$ cat src/rtl/ps2_pkg.sv
// ps2_pkg: shared state type, default timing constants, command bytes and parity helper for the PS/2 host transmitter
package ps2_pkg;
  typedef enum logic [2:0] {
    IDLE,
    INHIBIT,
    START,
    RTS,
    SHIFT,
    WAIT_IDLE
  } ps2_state_e;
  localparam int PS2_INHIBIT_CYCLES_DEF = 5000;
  localparam int PS2_TIMEOUT_CYCLES_DEF = 750000;
  localparam logic [3:0] PS2_PARITY_FALL = 4'd9;
  localparam logic [3:0] PS2_STOP_FALL = 4'd10;
  localparam logic [7:0] PS2_CMD_SET_LEDS = 8'hED;
  localparam logic [7:0] PS2_CMD_RESET = 8'hFF;
  function automatic logic ps2_odd_parity(input logic [7:0] b);
    return ~^b;
  endfunction
endpackage

$ cat src/rtl/ps2_host_tx_fall_detect.sv
// ps2_fall_detect: registered copy of the synchronized PS/2 clock and a one-cycle falling-edge pulse
//   clk_i  system clock        rst_ni async active-low reset
//   ps2c_i synchronized ps2c   fall_o high for the cycle ps2c is first seen low
module ps2_fall_detect (
  input  logic clk_i,
  input  logic rst_ni,
  input  logic ps2c_i,
  output logic fall_o
);
  logic ps2c_q;
  always_ff @(posedge clk_i or negedge rst_ni) begin
    if (!rst_ni) ps2c_q <= 1'b1;
    else ps2c_q <= ps2c_i;
  end
  assign fall_o = ps2c_q & ~ps2c_i;
endmodule

$ cat src/rtl/ps2_host_tx.sv
// ps2_host_tx: host-to-device PS/2 transmitter sending one command byte through open-drain pull-low enables
//   CLOCK_50 clock, RESET async active-low; TX_DATA/TX_START request a byte (accepted only when idle)
//   ps2c/ps2d synchronized bus inputs; PS2_CLK_LOW/PS2_DAT_LOW pull the bus lines low when 1
//   TX_BUSY/RX_INHIBIT high while a frame is in flight; TX_DONE/TX_ERROR one-cycle completion pulses
module ps2_host_tx
  import ps2_pkg::*;
#(
  parameter int INHIBIT_CYCLES = PS2_INHIBIT_CYCLES_DEF,
  parameter int TIMEOUT_CYCLES = PS2_TIMEOUT_CYCLES_DEF
) (
  input  logic       CLOCK_50,
  input  logic       RESET,
  input  logic [7:0] TX_DATA,
  input  logic       TX_START,
  input  logic       ps2c,
  input  logic       ps2d,
  output logic       PS2_CLK_LOW,
  output logic       PS2_DAT_LOW,
  output logic       TX_BUSY,
  output logic       TX_DONE,
  output logic       TX_ERROR,
  output logic       RX_INHIBIT
);
  localparam int IW = $clog2(INHIBIT_CYCLES) + 1;
  localparam int TW = $clog2(TIMEOUT_CYCLES) + 1;
  localparam logic [IW-1:0] INH_LAST = IW'(INHIBIT_CYCLES - 1);
  localparam logic [IW-1:0] INH_MAX = IW'(INHIBIT_CYCLES);
  localparam logic [TW-1:0] TMO_LAST = TW'(TIMEOUT_CYCLES - 1);
  localparam logic [TW-1:0] TMO_MAX = TW'(TIMEOUT_CYCLES);
  ps2_state_e state_q, state_d;
  logic [7:0] data_q, data_d;
  logic [IW-1:0] inh_q, inh_d, inh_inc;
  logic [TW-1:0] tmo_q, tmo_d, tmo_inc;
  logic [3:0] n_q, n_d;
  logic done_q, done_d, err_q, err_d;
  logic fall, tmo_hit, shift_bit;
  ps2_fall_detect u_fall (
    .clk_i (CLOCK_50),
    .rst_ni(RESET),
    .ps2c_i(ps2c),
    .fall_o(fall)
  );
  assign inh_inc = (inh_q == INH_MAX) ? inh_q : inh_q + IW'(1);
  assign tmo_inc = (tmo_q == TMO_MAX) ? tmo_q : tmo_q + TW'(1);
  assign tmo_hit = tmo_q >= TMO_LAST;
  always_comb begin
    state_d = state_q;
    data_d = data_q;
    inh_d = inh_q;
    tmo_d = tmo_q;
    n_d = n_q;
    done_d = 1'b0;
    err_d = 1'b0;
    unique case (state_q)
      IDLE: begin
        if (TX_START) begin
          data_d = TX_DATA;
          inh_d = '0;
          tmo_d = '0;
          n_d = '0;
          state_d = INHIBIT;
        end
      end
      INHIBIT: begin
        inh_d = inh_inc;
        state_d = (inh_q >= INH_LAST) ? START : INHIBIT;
      end
      START: begin
        tmo_d = '0;
        state_d = RTS;
      end
      RTS, SHIFT, WAIT_IDLE: begin
        tmo_d = tmo_inc;
        // the timeout wins over any bus event seen in the same cycle
        if (tmo_hit) begin
          err_d = 1'b1;
          state_d = IDLE;
        end else if (state_q == RTS) begin
          state_d = SHIFT;
        end else if (state_q == SHIFT) begin
          if (fall && n_q == PS2_STOP_FALL) begin
            err_d = ps2d;
            state_d = ps2d ? IDLE : WAIT_IDLE;
          end else if (fall) begin
            n_d = n_q + 4'd1;
          end
        end else if (ps2c && ps2d) begin
          done_d = 1'b1;
          state_d = IDLE;
        end
      end
      default: state_d = IDLE;
    endcase
  end
  always_ff @(posedge CLOCK_50 or negedge RESET) begin
    if (!RESET) begin
      state_q <= IDLE;
      data_q <= '0;
      inh_q <= '0;
      tmo_q <= '0;
      n_q <= '0;
      done_q <= 1'b0;
      err_q <= 1'b0;
    end else begin
      state_q <= state_d;
      data_q <= data_d;
      inh_q <= inh_d;
      tmo_q <= tmo_d;
      n_q <= n_d;
      done_q <= done_d;
      err_q <= err_d;
    end
  end
  // n counts falls seen so far: n=0 still holds the start bit, 1..8 data LSB first, 9 parity, 10 stop (released)
  assign shift_bit = (n_q == PS2_PARITY_FALL) ? ps2_odd_parity(data_q) : data_q[3'(n_q - 4'd1)];
  assign PS2_DAT_LOW = (state_q == START || state_q == RTS) ? 1'b1 :
                       (state_q != SHIFT) ? 1'b0 :
                       (n_q == 4'd0) ? 1'b1 :
                       (n_q <= PS2_PARITY_FALL) ? ~shift_bit : 1'b0;
  assign PS2_CLK_LOW = (state_q == INHIBIT) || (state_q == START);
  assign TX_BUSY = state_q != IDLE;
  assign RX_INHIBIT = TX_BUSY;
  assign TX_DONE = done_q;
  assign TX_ERROR = err_q;
endmodule

$ cat config.mk
export PLATFORM = sky130hd
export DESIGN_NAME = ps2_host_tx
export DESIGN_NICKNAME = d
export VERILOG_FILES = /design/src/rtl/ps2_pkg.sv /design/src/rtl/ps2_host_tx_fall_detect.sv /design/src/rtl/ps2_host_tx.sv
export SDC_FILE = /design/constraint.sdc
export NUM_CORES = 1
export LEC_CHECK = 0
export ABC_CLOCK_PERIOD_IN_PS = 2980
export BUFFER_PORTS_ARGS = -buffer_cell sky130_fd_sc_hd__buf_4
export CAP_MARGIN = 20
export CORE_MARGIN = 4
export CORE_UTILIZATION = 35
export DETAILED_ROUTE_END_ITERATION = 10
export SYNTH_ARGS = -nofsm -noshare
export SYNTH_HDL_FRONTEND = slang
export SYNTH_SLANG_ARGS = --single-unit
$ cat constraint.sdc
create_clock -name CLOCK_50 -period 2.98 [get_ports CLOCK_50]
set_clock_uncertainty 0.2 [all_clocks]
set_input_delay 0.298 -clock CLOCK_50 [delete_from_list [all_inputs] [get_ports CLOCK_50]]
set_output_delay 0.298 -clock CLOCK_50 [all_outputs]
set_load 0.005 [all_outputs]
==> impl_metrics.ini, run 1 <==
[run_status]
status = complete, no violations

[synthesis]
yosysTopAreaCellShare = 0.386
syn_nets = 398
syn-instance-count = 377
synth.top_cells.by_count = dfrtp_1, nand2_1, nand3_1
yosys_warnings = 0
synth_top_area_cell = dfrtp_1
synth_ff_type = dfrtp_1
synth_sequential_area_ratio = 0.394
ys_top_cells_by_area = dfrtp_1, nand2_1, or3_1, nand3_1, a21oi_1
synth.avg_cell_area_sq_um = 8.93
synth_edf_count = 0
ys_seq_elements = 53
async_flop_share = 1.00
synth_cell_type_count = 59
netlist_area_sq_um = 3370

[hold_path]
worstHoldStart = ps2d
hold_end = TX_DONE
hold_depth = 3
holdCritPathClass = in2reg

[place]
io_buffers = 18
postPlaceCellArea_sq_um = 3600
routabilityCongestion = 0.870
hpwl_microns = 5160
place_inst = 511

[global_routing]
grtUsageTotal = 0.137
grt_max_degree = 54
grt_pass1_vias = 2630
grt_pass1_wl_microns = 12600
grt.overflow.total = 0
antenna_found_initial = 0

[critical_path]
r2r_cells = 5
start_kind = register
reg2reg_slack_ns = 0.43
cp_max_fo = 5
rr_endpoint = tmo_q[20]
required_ns = 2.48
end_kind = output pin
cp.arrival_ns = 2.31
crit_type = reg2out
reg2reg_from = state_q[2]

[timing]
fin_crit_sh = 0.941
worst_slew_pin_slew_ns = 0.747
max_freq_ghz = 0.357
slew_headroom = 0.502
rsz0062_at_grt = no
setup_tns_ns = 0
finalWorstPathRequiredPeriod_ns = 2.80
setup_viol = 0
drv_slew = 0
hold_viol = 0

[power]
power_frac_seq = 0.415
leakage_nw = 1.61
p_switching_w = 0.000977
p_int_w = 0.00154
p_sw_frac = 0.389
peakVddDrop_mv = 0.429
power.share.clock = 0.162
cellPowerDensity_nw_per_um2 = 660
combinationalPowerShare = 0.423

[clock_tree]
tritoncts = yes
cts_buffers = 5
path_clk_slew_ns = 0.10
clockRootBuffer = clkbuf_8
clk_latency_ns = 0.31
htreeDepth = 2
clk_path_buf_depth = 2
cts_sinks = 53

[final_layout]
syn_to_final_growth_pct = 13.2
layout-drive-gt1-share = 0.124
instances_no_fill = 531
n_fill_cell = 956
multiInputGateArea_sq_um = 1890
final_area_sq_um = 3810
seq_area_sq_um = 1330
finish.net_count = 422
diodes = 0

[drt]
viasPerCell = 5.40
drc = 0
first_pass_iters = 5
final_antenna_net_count = 0
finalWirelength_microns = 7390
drt-initial-drc-count = 128
vias = 2868
wire_per_inst_microns = 13.9

[floorplan]
initial_utilization = 0.363
die_y_microns = 106
rows = 35
die-area_sq_um = 11300
coreArea_sq_um = 9280
die_w_microns = 106
ios = 19

[run]
drv_cap = 0
## repair_timing
item,in CTS,in global routing
endpoints found under the setup margin,0,1
resized for setup,0,3
setup buffers,0,2
hold buffers,10,0
hold endpoints to repair,61,0
## worst max-delay path by stage
stage            from     endpoint  cells past startpoint
3_3_place_gp   n_q[1]  PS2_DAT_LOW                      8
3_5_place_dp   n_q[1]  PS2_DAT_LOW                      8
4_1_cts        n_q[1]  PS2_DAT_LOW                      8
6_report       n_q[1]  PS2_DAT_LOW                      8
5_1_grt        n_q[1]  PS2_DAT_LOW                      8
2_1_floorplan  n_q[0]  PS2_DAT_LOW                      8
## layer usage
metal,GRT usage,vias up,share of wire
met4,0.0278,0,0.0035
met2,0.221,55,0.46
li1,-,1427,-
met3,0.0267,2,0.043
met5,0,-,0
met1,0.191,1384,0.49
## through the flow
stage	util	setup slack, ns	hold slack, ns	total power (W)
after floorplan	-	0.495	-0.198	0.00178
after global placement	0.388	0.498	0.192	0.00204
after detailed placement	0.388	0.410	0.199	0.00206
after CTS	0.407	0.0559	0.0967	0.00249
after global routing	0.410	0.0255	0.104	0.00274
final	0.410	0.175	0.100	0.00251
## worst max-delay path, cell delays in order, from the launching register on
cell and delay (ns):
dfrtp_2 0.42, inv_2 0.07, ha_4 0.28, mux4_2 0.32, a211o_1 0.30, o21ai_0 0.07
a311oi_1 0.06, o31ai_1 0.30, buf_4 0.17
## registers in the layout, summed over array words and instances (netlist names)
register and flops:
n_q 4, u_fall.ps2c_q 1, state_q 3, TX_ERROR 1, TX_DONE 1, tmo_q 21
data_q 8, inh_q 14
## power by group through the flow
stage | clock network, W | registers, W | logic (W)
6_report | 0.000408 | 0.00104 | 0.00106
3_5_place_dp | 0 | 0.00105 | 0.00101
3_3_place_gp | 0 | 0.00105 | 0.000993
4_1_cts | 0.000426 | 0.00104 | 0.00102
5_1_grt | 0.000454 | 0.00107 | 0.00121
2_1_floorplan | 0 | 0.000997 | 0.000786
## kinds of logic after synthesis
logic type / Yosys count / synth area share
muxes: 2 / 0.0134
buffers and inverters: 34 / 0.0490
AOI/OAI and AO/OA: 85 / 0.183
DFF: 53 / 0.394
and+or+nand+nor: 179 / 0.289
adders and majority gates: 8 / 0.0297
xor gates and xnor gates: 16 / 0.0416
## placed cells by master (no fill, tap or decap), drive strengths merged, types with 4 or more instances in the layout
| cell | count |
|---|---|
| a21oi | 24 |
| and2 | 7 |
| and3 | 8 |
| and4 | 6 |
| buf | 26 |
| clkbuf | 7 |
| dfrtp | 52 |
| dlygate4sd3 | 10 |
| ha | 8 |
| inv | 15 |
| nand2 | 52 |
| nand2b | 7 |
| nand3 | 22 |
| nand4 | 13 |
| nor2 | 19 |
| nor3 | 6 |
| o211ai | 4 |
| o21ai | 23 |
| o311ai | 6 |
| o31ai | 7 |
| or3 | 19 |
| or4 | 6 |
| xnor2 | 8 |
| xor2 | 8 |
## layout make-up
type                            count  share of cell area
Clock buffer                        7              0.0200
Clock inverter                      1             0.00131
Inverter                           15              0.0148
Multi-Input combinational cell    290               0.495
Sequential cell                    53               0.349
Tap cell                          129              0.0424
Timing Repair Buffer               36              0.0775
Power figures use the tool's default switching activity.
==> run 2, diff against run 1 <==
- BUFFER_PORTS_ARGS: -buffer_cell sky130_fd_sc_hd__buf_4 -> default
- DONT_BUFFER_PORTS: default -> 1
==> impl_metrics.ini, run 2 (synthesis results as in run 1) <==
[run_status]
status = complete, no violations

[global_routing]
grt_pass1_wl_microns = 12900
grt_max_degree = 54
grt_pass1_vias = 2560
antenna_found_initial = 0
grt.overflow.total = 0
grtUsageTotal = 0.140

[floorplan]
die_y_microns = 106
initial_utilization = 0.363
rows = 35
coreArea_sq_um = 9280
die-area_sq_um = 11300
die_w_microns = 106
ios = 19

[critical_path]
cp.arrival_ns = 2.32
crit_buf_inv = 1
path_cells = inv_1 > ha_1 > mux4_2 > a211o_1 > o21ai_0 > a311oi_1 > o31ai_1
crit_type = reg2out
cp_max_fo = 6
critPathTopFamily = compound AO/OA/AOI/OAI gates
cp_slowest_cell = dfrtp_1
start_kind = register
required_ns = 2.48
critPathMaxStageDelay_ns = 0.45
end_kind = output pin

[final_layout]
finish.net_count = 406
largest_reg_flops = 21
largest-register = tmo_q
layout_common_cells = nand2_1, dfrtp_1, nand3_1, a21oi_1
syn_to_final_growth_pct = 11.5
reg_top3 = tmo_q x21, inh_q x14, data_q x8
final_common_cell = nand2_1
final_area_sq_um = 3750
layout-drive-gt1-share = 0.0829
diodes = 0

[drt]
wire_per_inst_microns = 14.8
drt-initial-drc-count = 118
finalWirelength_microns = 7600
viasPerCell = 5.42
first_pass_iters = 4
drc = 0
final_antenna_net_count = 0
vias = 2793

[timing]
rsz0062_at_grt = no
slew_headroom = 0.520
setup_tns_ns = 0
setup_viol = 0
finalWorstPathRequiredPeriod_ns = 2.82
holdWs_ns = 0.0344
hold_viol = 0
worst_slew_pin_slew_ns = 0.720
max_freq_ghz = 0.355
fin_crit_sh = 0.946
drv_slew = 0

[place]
postPlaceCellArea_sq_um = 3450
routabilityCongestion = 0.837
hpwl_microns = 5260
io_buffers = 0

[clock_tree]
tritoncts = yes
clockRootBuffer = clkbuf_8
path_clk_slew_ns = 0.10
clk_latency_ns = 0.32
htreeDepth = 2
cts_sinks = 53
clk_path_buf_depth = 2
cts_buffers = 5

[power]
leakage_nw = 1.57
power_frac_seq = 0.408
cellPowerDensity_nw_per_um2 = 693
peakVddDrop_mv = 0.571
p_switching_w = 0.000966
combinationalPowerShare = 0.368
power.total_w = 0.00260
p_sw_frac = 0.371
power.share.clock = 0.224
p_int_w = 0.00164

[run]
drv_cap = 0

[hold_path]
holdCritPathClass = in2reg
run 2: changes by cell type in the layout (fill, tap and decap cells not counted), moves of 2 or more:
| cell | previous run | this run |
|---|---|---|
| buf_4 | 26 | 7 |
| bufinv_16 | 0 | 2 |
| dlygate4sd3_1 | 10 | 12 |
| clkbuf_1 | 2 | 0 |
run 2: path summary, 6_finish.rpt:
path	from	end	slack, ns	cells after the start
worst max-delay path	n_q[1]	PS2_DAT_LOW	0.16	7
worst min-delay path	ps2d	state_q[2]	0.03	3
worst max register to register	state_q[0]	tmo_q[9]	0.45	5
worst min register to register	data_q[5]	data_q[5]	0.34	2
max in group asynchronous	RESET	u_fall.ps2c_q	1.97	2
min in group asynchronous	RESET	tmo_q[9]	0.33	2
run 2: tightest hold or removal path, cell delays in order:
cell and delay, ns:
a21oi_1 0.04, a21oi_1 0.13, nor2_1 0.05
run 2: layout make-up:
cell class | instances | area, sq um
multi-input cells | 290 | 1870
repair buffers | 20 | 200
fillers | 937 | 5530
well taps | 129 | 161
inverters | 15 | 56.3
flip-flops and latches | 53 | 1330
clock inverters | 3 | 65.1
clock buffers | 5 | 68.8
run 2: timing repair:
action,4_1_cts,5_1_grt
endpoints found under the setup margin,1,1
setup buffers,0,3
gates resized for setup,1,0
endpoints found under the hold margin,64,0
hold buffers,13,0
gates cloned,0,0
run 2: per-layer routing:
| metal | wire [microns] | part of all wire | track usage | vias to the layer above |
|---|---|---|---|---|
| li1 | - | - | - | 1396 |
| met1 | 3650 | 0.48 | 0.198 | 1329 |
| met2 | 3590 | 0.47 | 0.218 | 64 |
| met3 | 314 | 0.041 | 0.0328 | 4 |
| met4 | 48 | 0.0063 | 0.0305 | 0 |
| met5 | 0 | 0 | 0 | - |
run 2: power groups by stage:
stage / registers, W / clock network, W / logic (W)
after floorplan: 0.000997 / 0 / 0.000786
after global placement: 0.00108 / 0 / 0.000887
after detailed placement: 0.00108 / 0 / 0.000901
after CTS: 0.00107 / 0.000608 / 0.000939
after global routing: 0.00109 / 0.000629 / 0.00109
final: 0.00106 / 0.000583 / 0.000957
run 2: per-stage QoR:
step	util	instances	setup WS (ns)
6_report	0.404	515	0.159
5_1_grt	0.404	515	0.00278
4_1_cts	0.402	512	0.0891
3_5_place_dp	0.372	491	0.345
3_3_place_gp	0.372	491	0.486
2_1_floorplan	-	377	0.495
==> run 3, diff against run 2 <==
--- a/config.mk
+++ b/config.mk
@@ -12,4 +12,5 @@
 export DETAILED_ROUTE_END_ITERATION = 10
 export DONT_BUFFER_PORTS = 1
+export HOLD_SLACK_MARGIN = 0.12
 export SYNTH_ARGS = -nofsm -noshare
 export SYNTH_HDL_FRONTEND = slang
--- a/constraint.sdc
+++ b/constraint.sdc
@@ -3,3 +3,3 @@
 set_input_delay 0.298 -clock CLOCK_50 [delete_from_list [all_inputs] [get_ports CLOCK_50]]
 set_output_delay 0.298 -clock CLOCK_50 [all_outputs]
-set_load 0.005 [all_outputs]
+set_load 0.1 [all_outputs]
==> impl_metrics.ini, run 3 (synthesis results as in run 1) <==
[run_status]
status = complete, no violations

[drt]
final_antenna_net_count = 0
highest_layer = met4
drt-initial-drc-count = 191
finalWirelength_microns = 7290
first_pass_iters = 4
met1_length_microns = 3600
drc = 0
viasPerCell = 5.39
wire_per_inst_microns = 14.0
vias = 2804
wl_met3_microns = 290
wl_met2_microns = 3340

[floorplan]
coreArea_sq_um = 9280
rows = 35
die_w_microns = 106
initial_utilization = 0.363
ios = 19
die_y_microns = 106
die-area_sq_um = 11300

[critical_path]
cp.arrival_ns = 2.37
start_kind = register
crit_buf_inv = 2
critPathTopFamily = compound AO/OA/AOI/OAI gates
r2r_cells = 5
end_kind = output pin
cp_slowest_cell = dfrtp_1
required_ns = 2.48
path_cells = inv_2 > ha_4 > mux4_2 > a211o_1 > o21ai_1 > a311oi_2 > o31ai_4 > buf_12
crit_type = reg2out
critPathMaxStageDelay_ns = 0.44
cp_max_fo = 6
cp_num_cells = 8

[clock_tree]
path_clk_slew_ns = 0.09
htreeDepth = 2
clk_latency_ns = 0.30
clk_path_buf_depth = 2
cts_buffers = 5
cts_sinks = 53
clockRootBuffer = clkbuf_8
tritoncts = yes

[global_routing]
grtUsageTotal = 0.136
grt_max_degree = 54
antenna_found_initial = 0
grt_pass1_vias = 2737
grt.overflow.total = 0
grt_pass1_wl_microns = 13000

[final_layout]
layout_common_cells = nand2_1, dfrtp_1, nand3_1, a21oi_1, or3_1
diodes = 0
reg_top3 = tmo_q x21, inh_q x14, data_q x8
final_common_cell = nand2_1
syn_to_final_growth_pct = 13.2
largest_reg_flops = 21
seq_area_sq_um = 1330
finish.net_count = 412
largest-register = tmo_q
multiInputGateArea_sq_um = 1910
n_fill_cell = 939
layout-drive-gt1-share = 0.110

[place]
routabilityCongestion = 0.827
io_buffers = 0
hpwl_microns = 5230

[timing]
slew_headroom = 0.420
hold_viol = 0
setup_viol = 0
fin_crit_sh = 0.964
rsz0062_at_grt = no
setup_tns_ns = 0
max_freq_ghz = 0.348
finalWorstPathRequiredPeriod_ns = 2.87
worst_slew_pin_slew_ns = 0.870
drv_slew = 0

[run]
drv_cap = 0

[hold_path]
hold_depth = 4
holdCritPathClass = in2reg

[power]
cellPowerDensity_nw_per_um2 = 730
peakVddDrop_mv = 0.567
power.total_w = 0.00278
leakage_nw = 1.59
[run 3: per-stage QoR]
| stage | cell area, sq um | worst slack (ns) | hold slack (ns) | instances | util |
|---|---|---|---|---|---|
| finish | 3810 | 0.108 | 0.146 | 520 | 0.411 |
| global route | 3810 | 0.0136 | 0.163 | 520 | 0.411 |
| CTS | 3770 | 0.0505 | 0.120 | 515 | 0.407 |
| detailed placement | 3540 | 0.280 | -0.195 | 495 | 0.381 |
| global placement | 3540 | 0.336 | -0.194 | 495 | 0.381 |
| floorplan | 3410 | 0.0214 | -0.198 | 377 | - |
[run 3: repair_timing]
action                                  CTS  global route
hold buffers                             13             0
pin swaps                                 0             0
endpoints found under the setup margin    1             1
gates resized for setup                   1             1
setup buffers                             0             5
hold endpoints to repair                 65             0
[run 3: worst paths after layout]
| kind | to | slack [ns] | from |
|---|---|---|---|
| min in group asynchronous | tmo_q[10] | 0.30 | RESET |
| setup / recovery | PS2_DAT_LOW | 0.11 | n_q[1] |
| max in group asynchronous | u_fall.ps2c_q | 2.00 | RESET |
| hold / removal | n_q[2] | 0.15 | ps2c |
| hold reg to reg | data_q[1] | 0.34 | data_q[1] |
| setup reg to reg | tmo_q[20] | 0.41 | state_q[2] |
[run 3: final cells by class]
type,count,area share
flip-flops and latches,53,0.349
clock buffers,7,0.0226
well taps,129,0.0423
multi-input cells,290,0.501
repair buffers,26,0.0709
inverters,15,0.0148
[run 3: layer usage]
layer,track usage,vias up
met2,0.221,55
met1,0.190,1335
li1,-,1408
met5,0,-
met4,0.0259,0
met3,0.0279,6
[run 3: worst min-delay path, cell delays in order]
cell and delay [ns]:
nor2b_1 0.04, nand2_1 0.07, or4_1 0.12, nand3_1 0.07
[run 3: report_power, final]
group          switching (W)  internal (W)
clock network       0.000231      0.000185
registers           0.000195      0.000863
logic               0.000770      0.000537
total                0.00120       0.00159
